$ cat config.mk
export PLATFORM = sky130hd
export DESIGN_NAME = arm_multicycle_controller
export DESIGN_NICKNAME = d
export VERILOG_FILES = /design/src/rtl/arm_multicycle_controller.sv
export SDC_FILE = /design/constraint.sdc
export NUM_CORES = 1
export LEC_CHECK = 0
export CAP_MARGIN = 20
export CORE_UTILIZATION = 44
export DETAILED_ROUTE_END_ITERATION = 8
export PLACE_DENSITY = 0.93
export SYNTH_ARGS = -nofsm -noshare
export SYNTH_HDL_FRONTEND = slang
export SYNTH_SLANG_ARGS = --single-unit
export TNS_END_PERCENT = 50
$ cat constraint.sdc
create_clock -name clk -period 2.3 [get_ports clk]
set_input_delay 0.46 -clock clk [delete_from_list [all_inputs] [get_ports clk]]
set_output_delay 0.46 -clock clk [all_outputs]
set_load 0.05 [all_outputs]
$ cat src/rtl/arm_multicycle_controller.sv
// Multicycle ARM control unit: main FSM, ALU decoder and condition check.
// It drives all datapath selects and write enables, and it holds the NZCV flags.
module arm_multicycle_controller (
    input  logic        clk,
    input  logic        reset,
    input  logic [19:0] Instr,
    input  logic [3:0]  ALUFlags,
    output logic        PCWrite,
    output logic        MemWrite,
    output logic        RegWrite,
    output logic        IRWrite,
    output logic        AdrSrc,
    output logic [1:0]  RegSrc,
    output logic        ALUSrcA,
    output logic [1:0]  ALUSrcB,
    output logic [1:0]  ResultSrc,
    output logic [1:0]  ImmSrc,
    output logic [1:0]  ALUControl,
    output logic        Illegal
);

    typedef enum logic [3:0] {
        FETCH    = 4'd0,
        DECODE   = 4'd1,
        MEMADR   = 4'd2,
        MEMREAD  = 4'd3,
        MEMWB    = 4'd4,
        MEMWRITE = 4'd5,
        EXECUTER = 4'd6,
        EXECUTEI = 4'd7,
        ALUWB    = 4'd8,
        BRANCH   = 4'd9,
        UNKNOWN  = 4'd10
    } state_t;

    state_t      state, state_next, ctl_state;
    logic [3:0]  flags;
    logic        cond_ex_q;
    logic        cond_ex;

    logic [3:0]  cond;
    logic [1:0]  op;
    logic [5:0]  funct;
    logic [3:0]  rd;
    logic        rd_pc;
    logic        unused_rn;

    logic        next_pc, branch, reg_w, mem_w, ir_write, alu_op;
    logic [1:0]  flag_w;
    logic        pcs;

    assign cond      = Instr[19:16];
    assign op        = Instr[15:14];
    assign funct     = Instr[13:8];
    assign rd        = Instr[3:0];
    assign unused_rn = ^Instr[7:4];
    assign rd_pc     = (rd == 4'hF);

    function automatic logic cond_check(input logic [3:0] c, input logic [3:0] nzcv);
        logic n, z, cf, v;
        {n, z, cf, v} = nzcv;
        case (c)
            4'b0000: cond_check = z;
            4'b0001: cond_check = ~z;
            4'b0010: cond_check = cf;
            4'b0011: cond_check = ~cf;
            4'b0100: cond_check = n;
            4'b0101: cond_check = ~n;
            4'b0110: cond_check = v;
            4'b0111: cond_check = ~v;
            4'b1000: cond_check = cf & ~z;
            4'b1001: cond_check = ~cf | z;
            4'b1010: cond_check = (n == v);
            4'b1011: cond_check = (n != v);
            4'b1100: cond_check = ~z & (n == v);
            4'b1101: cond_check = z | (n != v);
            4'b1110: cond_check = 1'b1;
            default: cond_check = 1'b0;
        endcase
    endfunction

    // Returns {ALUControl, FlagW}
    function automatic logic [3:0] alu_decode(input logic aop, input logic [5:0] f);
        logic [1:0] ctrl;
        logic [1:0] fw;
        ctrl = 2'b00;
        fw   = 2'b00;
        if (aop) begin
            case (f[4:1])
                4'b0100: ctrl = 2'b00;
                4'b0010: ctrl = 2'b01;
                4'b0000: ctrl = 2'b10;
                4'b1100: ctrl = 2'b11;
                default: ctrl = 2'b00;
            endcase
            fw[1] = f[0];
            fw[0] = f[0] & ((f[4:1] == 4'b0100) | (f[4:1] == 4'b0010));
        end
        alu_decode = {ctrl, fw};
    endfunction

    assign cond_ex = cond_check(cond, flags);

    always_ff @(posedge clk) begin
        if (reset) begin
            state     <= FETCH;
            flags     <= 4'b0000;
            cond_ex_q <= 1'b0;
        end else begin
            state <= state_next;
            if (state == DECODE)
                cond_ex_q <= cond_ex;
            if ((state == EXECUTER) || (state == EXECUTEI)) begin
                if (flag_w[1] & cond_ex_q)
                    flags[3:2] <= ALUFlags[3:2];
                if (flag_w[0] & cond_ex_q)
                    flags[1:0] <= ALUFlags[1:0];
            end
        end
    end

    always_comb begin
        state_next = FETCH;
        case (state)
            FETCH:  state_next = DECODE;
            DECODE: begin
                case (op)
                    2'b00:   state_next = funct[5] ? EXECUTEI : EXECUTER;
                    2'b01:   state_next = MEMADR;
                    2'b10:   state_next = BRANCH;
                    default: state_next = UNKNOWN;
                endcase
            end
            MEMADR:   state_next = funct[0] ? MEMREAD : MEMWRITE;
            MEMREAD:  state_next = MEMWB;
            EXECUTER: state_next = ALUWB;
            EXECUTEI: state_next = ALUWB;
            default:  state_next = FETCH;
        endcase
    end

    // While reset is held the selects show FETCH values; enables are masked below.
    assign ctl_state = reset ? FETCH : state;

    always_comb begin
        next_pc   = 1'b0;
        branch    = 1'b0;
        reg_w     = 1'b0;
        mem_w     = 1'b0;
        ir_write  = 1'b0;
        alu_op    = 1'b0;
        AdrSrc    = 1'b0;
        ALUSrcA   = 1'b0;
        ALUSrcB   = 2'b00;
        ResultSrc = 2'b00;
        Illegal   = 1'b0;
        case (ctl_state)
            FETCH: begin
                ALUSrcA   = 1'b1;
                ALUSrcB   = 2'b10;
                ResultSrc = 2'b10;
                ir_write  = 1'b1;
                next_pc   = 1'b1;
            end
            DECODE: begin
                ALUSrcA   = 1'b1;
                ALUSrcB   = 2'b10;
                ResultSrc = 2'b10;
            end
            MEMADR:   ALUSrcB = 2'b01;
            MEMREAD:  AdrSrc  = 1'b1;
            MEMWB: begin
                ResultSrc = 2'b01;
                reg_w     = 1'b1;
            end
            MEMWRITE: begin
                AdrSrc = 1'b1;
                mem_w  = 1'b1;
            end
            EXECUTER: alu_op = 1'b1;
            EXECUTEI: begin
                ALUSrcB = 2'b01;
                alu_op  = 1'b1;
            end
            ALUWB:    reg_w = 1'b1;
            BRANCH: begin
                ALUSrcB   = 2'b01;
                ResultSrc = 2'b10;
                branch    = 1'b1;
            end
            UNKNOWN:  Illegal = 1'b1;
            default: ;
        endcase
    end

    assign {ALUControl, flag_w} = alu_decode(alu_op, funct);

    assign RegSrc = {(op == 2'b01), (op == 2'b10)};
    assign ImmSrc = op;

    assign pcs      = (rd_pc & reg_w) | branch;
    assign PCWrite  = ~reset & (next_pc | (pcs & cond_ex_q));
    assign RegWrite = ~reset & reg_w & cond_ex_q & ~rd_pc;
    assign MemWrite = ~reset & mem_w & cond_ex_q;
    assign IRWrite  = ~reset & ir_write;

endmodule

==> tab_implementation.tex <==
\begin{tabular}{lr}
\hline
Metric & Value \\
\hline
\multicolumn{2}{l}{\textbf{Pwr}} \\
Comb power frac & 0.497 \\
Part of the power in registers & 0.303 \\
Leakage power summed over all cells & 0.603 nW \\
Overall power consumption & 0.624 mW \\
Share of total power consumed by net switching & 0.374 \\
Relative contribution of the clock network to total power & 0.200 \\
Maximum vdd drop & 0.000265 V \\
Switching component of the power & 0.233 mW \\
Power Internal & 0.391 mW \\
Power per Cell Area & 393 nW/um\^{}2 \\
\multicolumn{2}{l}{\textbf{Synth}} \\
Synthesis warning total & 0 \\
Share of the yosys chip area belonging to registers & 0.193 \\
Main area contributors after synthesis & dfxtp\_1 (19\%), nand3b\_1 (4.8\%), nor4b\_1 (4.7\%), mux2i\_1 (4.3\%), nand2b\_1 (4.0\%) \\
Syn Nets & 143 \\
Share of synthesized registers carrying an async set or reset & 0 \\
Total of flip-flops plus latches after synthesis & 9 \\
Cell accounting for the most synthesized area & dfxtp\_1 \\
Share of the synthesized area in the top cell type & 0.193 \\
Average cell area after synthesis & 7.98 sq um \\
Main flop type after synthesis & dfxtp\_1 \\
Count of distinct cell types in the synthesized netlist & 43 \\
Synthesized cell area & 933 sq um \\
Number of synthesized flops with an enable pin & 0 \\
Gate count after technology mapping & 117 \\
\multicolumn{2}{l}{\textbf{Worst setup path}} \\
R2R depth & 5 \\
CP Depth & 6 \\
WP buf/inv & 2 \\
Crit end category & primary output \\
Crit path launch type & register \\
Endpoint required time on the critical path & 1.84 ns \\
CP max stage delay & 0.38 ns \\
Master of the slowest instance on the critical path & dfxtp\_1 \\
Maximum fanout count along the critical path & 4 \\
Worst-path cell chain & nor2b\_4 > nand2\_1 > a211o\_1 > a211oi\_2 > buf\_4 > buf\_12 \\
Data arrival time of the critical path & 1.77 ns \\
Crit-path leading delay family & compound AO/OA/AOI/OAI gates \\
Worst setup path category & reg2out \\
\multicolumn{2}{l}{\textbf{Cells and area}} \\
Multi-input gate area in the final layout & 709 sq um \\
Final layout net count & 188 \\
Sequential cell area & 183 sq um \\
Post-route standard cell area excluding fillers & 1590 sq um \\
Area overhead of the layout relative to synthesis & 70.0\% \\
Fill cell total of the finished layout & 110 \\
Antenna diode instance count & 0 \\
Fraction of final layout cells sized beyond drive strength 1 & 0.304 \\
\multicolumn{2}{l}{\textbf{Timing}} \\
Post-route clock skew & 0.00569 ns \\
Relative max-transition margin & 0.653 \\
Least-Margin Pin Slew & 0.520 ns \\
Setup repair after global routing missed its margin & false \\
Tmin final & 2.23 ns \\
Final hold viol count & 0 \\
Sum Neg Setup Slack & 0 ns \\
Pins over their slew limit & 0 \\
Final worst-path cycle share & 0.969 \\
Final setup viols & 0 \\
Highest achievable clock rate & 449 MHz \\
\multicolumn{2}{l}{\textbf{GRT}} \\
Number of antenna violations at the first check in global routing & 0 \\
All-Layer GR Usage & 0.285 \\
Sum of overflow across all layers after global routing & 0 \\
Via count of the first global-routing pass & 1007 \\
Wire length of the first global-routing pass & 4510 microns \\
Maximum number of pins on one net before global-route repair & 17 \\
\multicolumn{2}{l}{\textbf{Floorplan}} \\
Std cell rows & 16 \\
Area of the die & 2310 sq um \\
Effective utilization at floorplan & 0.471 \\
I/O pin count & 43 \\
Height of the die & 48.1 microns \\
Horizontal die dimension & 48.1 microns \\
Core area & 1980 sq um \\
\multicolumn{2}{l}{\textbf{Route}} \\
Total via count in the routed design & 1127 \\
Remaining antenna violation count after routing & 0 \\
Avg Vias per Cell & 5.99 \\
Violation count after the first detailed-route iteration & 44 \\
Detailed Routing Iterations Pass 1 & 4 \\
Routed length per instance & 16.0 microns \\
Drt drc & 0 \\
Total detailed-routing wirelength & 3010 microns \\
\multicolumn{2}{l}{\textbf{Place}} \\
Placer Congestion & 0.794 \\
DPL Wire Length & 2240 microns \\
Port buffer count & 38 \\
Placed standard-cell area & 1550 sq um \\
\multicolumn{2}{l}{\textbf{Flow run}} \\
Number of max-capacitance violations reported & 0 \\
\multicolumn{2}{l}{\textbf{Hold path}} \\
Cell count of the worst hold path & 2 \\
Worst hold-check path type & reg2reg \\
\multicolumn{2}{l}{\textbf{CTS}} \\
Clock slew at reported path FFs & 0.06 ns \\
Clock sinks & 9 \\
Number of buffers inserted during clock tree synthesis & 3 \\
Number of buffers inserted by hold repair at cts & 0 \\
Clock latency on the worst-skew pair & 0.27 ns \\
Maximum clock path buffer count & 2 \\
Clock tree from TritonCTS & built \\
Level count of the clock H-tree & 1 \\
Clock tree root driver cell & clkbuf\_4 \\
\multicolumn{2}{l}{\textbf{Run status}} \\
Status & finished clean \\
\hline
\end{tabular}
[flip-flops by register name, summed over array words and instances (netlist names)]
register   flops
cond_ex_q      1
flags          4
state          4
[cells in the final DEF, fill, tap and decap left out, types with 4 or more instances in the layout]
cell / n
mux2i_1: 4
nor2_1: 10
buf_12: 17
buf_4: 12
nor3_1: 5
nand3b_1: 6
nand2_1: 5
nor2b_1: 4
a21oi_1: 6
nand3_1: 4
dfxtp_1: 7
dlygate4sd2_1: 4
nand2b_1: 6
clkdlybuf4s50_1: 16
[timing repair]
action	4_1_cts	5_1_grt
resized for setup	7	5
hold endpoints to repair	0	0
pin swaps	3	0
buffers inserted	1	0
endpoints found under the setup margin	3	3
[worst paths after layout]
path	start	to	slack (ns)
worst min register to register	flags[3]$_SDFFE_PP0P_	flags[3]$_SDFFE_PP0P_	0.53
worst max register to register	state[1]$_SDFF_PP0_	flags[0]$_SDFFE_PP0P_	0.58
worst max-delay path	cond_ex_q$_SDFFE_PP0P_	PCWrite	0.07
worst min-delay path	flags[3]$_SDFFE_PP0P_	flags[3]$_SDFFE_PP0P_	0.53
[cells by family after synthesis]
family / count (synthesis) / synth area share
AND/OR/NAND/NOR: 65 / 0.469
AO/OA/AOI/OAI: 21 / 0.147
buffers and inverters: 11 / 0.0751
flip-flops: 9 / 0.193
XOR/XNOR: 6 / 0.0563
multiplexers: 5 / 0.0590
[worst min-delay path, delay by kind of cell, from the launching register on]
family	cells	cell delay, ns
and+or+nand+nor	1	0.07
AOI/OAI and AO/OA	1	0.06
DFF	1	0.36
[per-stage QoR]
stage | hold slack (ns) | utilization | instances | worst slack [ns]
after detailed placement | 0.507 | 0.780 | 183 | -0.238
after CTS | 0.525 | 0.797 | 188 | 0.00476
after global placement | 0.505 | 0.780 | 183 | -0.188
final | 0.534 | 0.801 | 188 | 0.0724
after floorplan | 0.482 | - | 117 | -0.326
after global routing | 0.563 | 0.801 | 188 | 0.00251
[power groups by stage]
stage / logic (mW) / registers, mW / clock network [mW]
after global routing: 0.324 / 0.190 / 0.134
final: 0.310 / 0.189 / 0.125
after CTS: 0.307 / 0.187 / 0.121
after global placement: 0.294 / 0.188 / 0
after floorplan: 0.168 / 0.175 / 0
after detailed placement: 0.306 / 0.190 / 0
[synthesized netlist by cell type (3+ instances only)]
cell / n
nor2_1: 10
dfxtp_1: 9
a21oi_1: 7
nand2b_1: 6
nand3b_1: 6
nand2_1: 5
nor3_1: 5
nor4b_1: 5
mux2i_1: 4
nand3_1: 4
nor2b_1: 4
a211oi_1: 3
buf_4: 3
clkbuf_1: 3
o21ai_0: 3
xnor2_1: 3
xor2_1: 3
[area by class of cell]
cell class / instances / area share
well taps: 27 / 0.0213
clock buffers: 4 / 0.0166
inverters: 1 / 0.00237
flip-flops and latches: 9 / 0.115
repair buffers: 50 / 0.397
multi-input cells: 97 / 0.447
[metal layers]
| metal | GRT usage | vias to the layer above | share of wire |
|---|---|---|---|
| met4 | 0.122 | 0 | 0.040 |
| met1 | 0.350 | 518 | 0.37 |
| met5 | 0 | - | 0 |
| met2 | 0.486 | 67 | 0.53 |
| li1 | - | 521 | - |
| met3 | 0.0453 | 21 | 0.059 |
No activity file was read; power rests on OpenSTA's default activity.
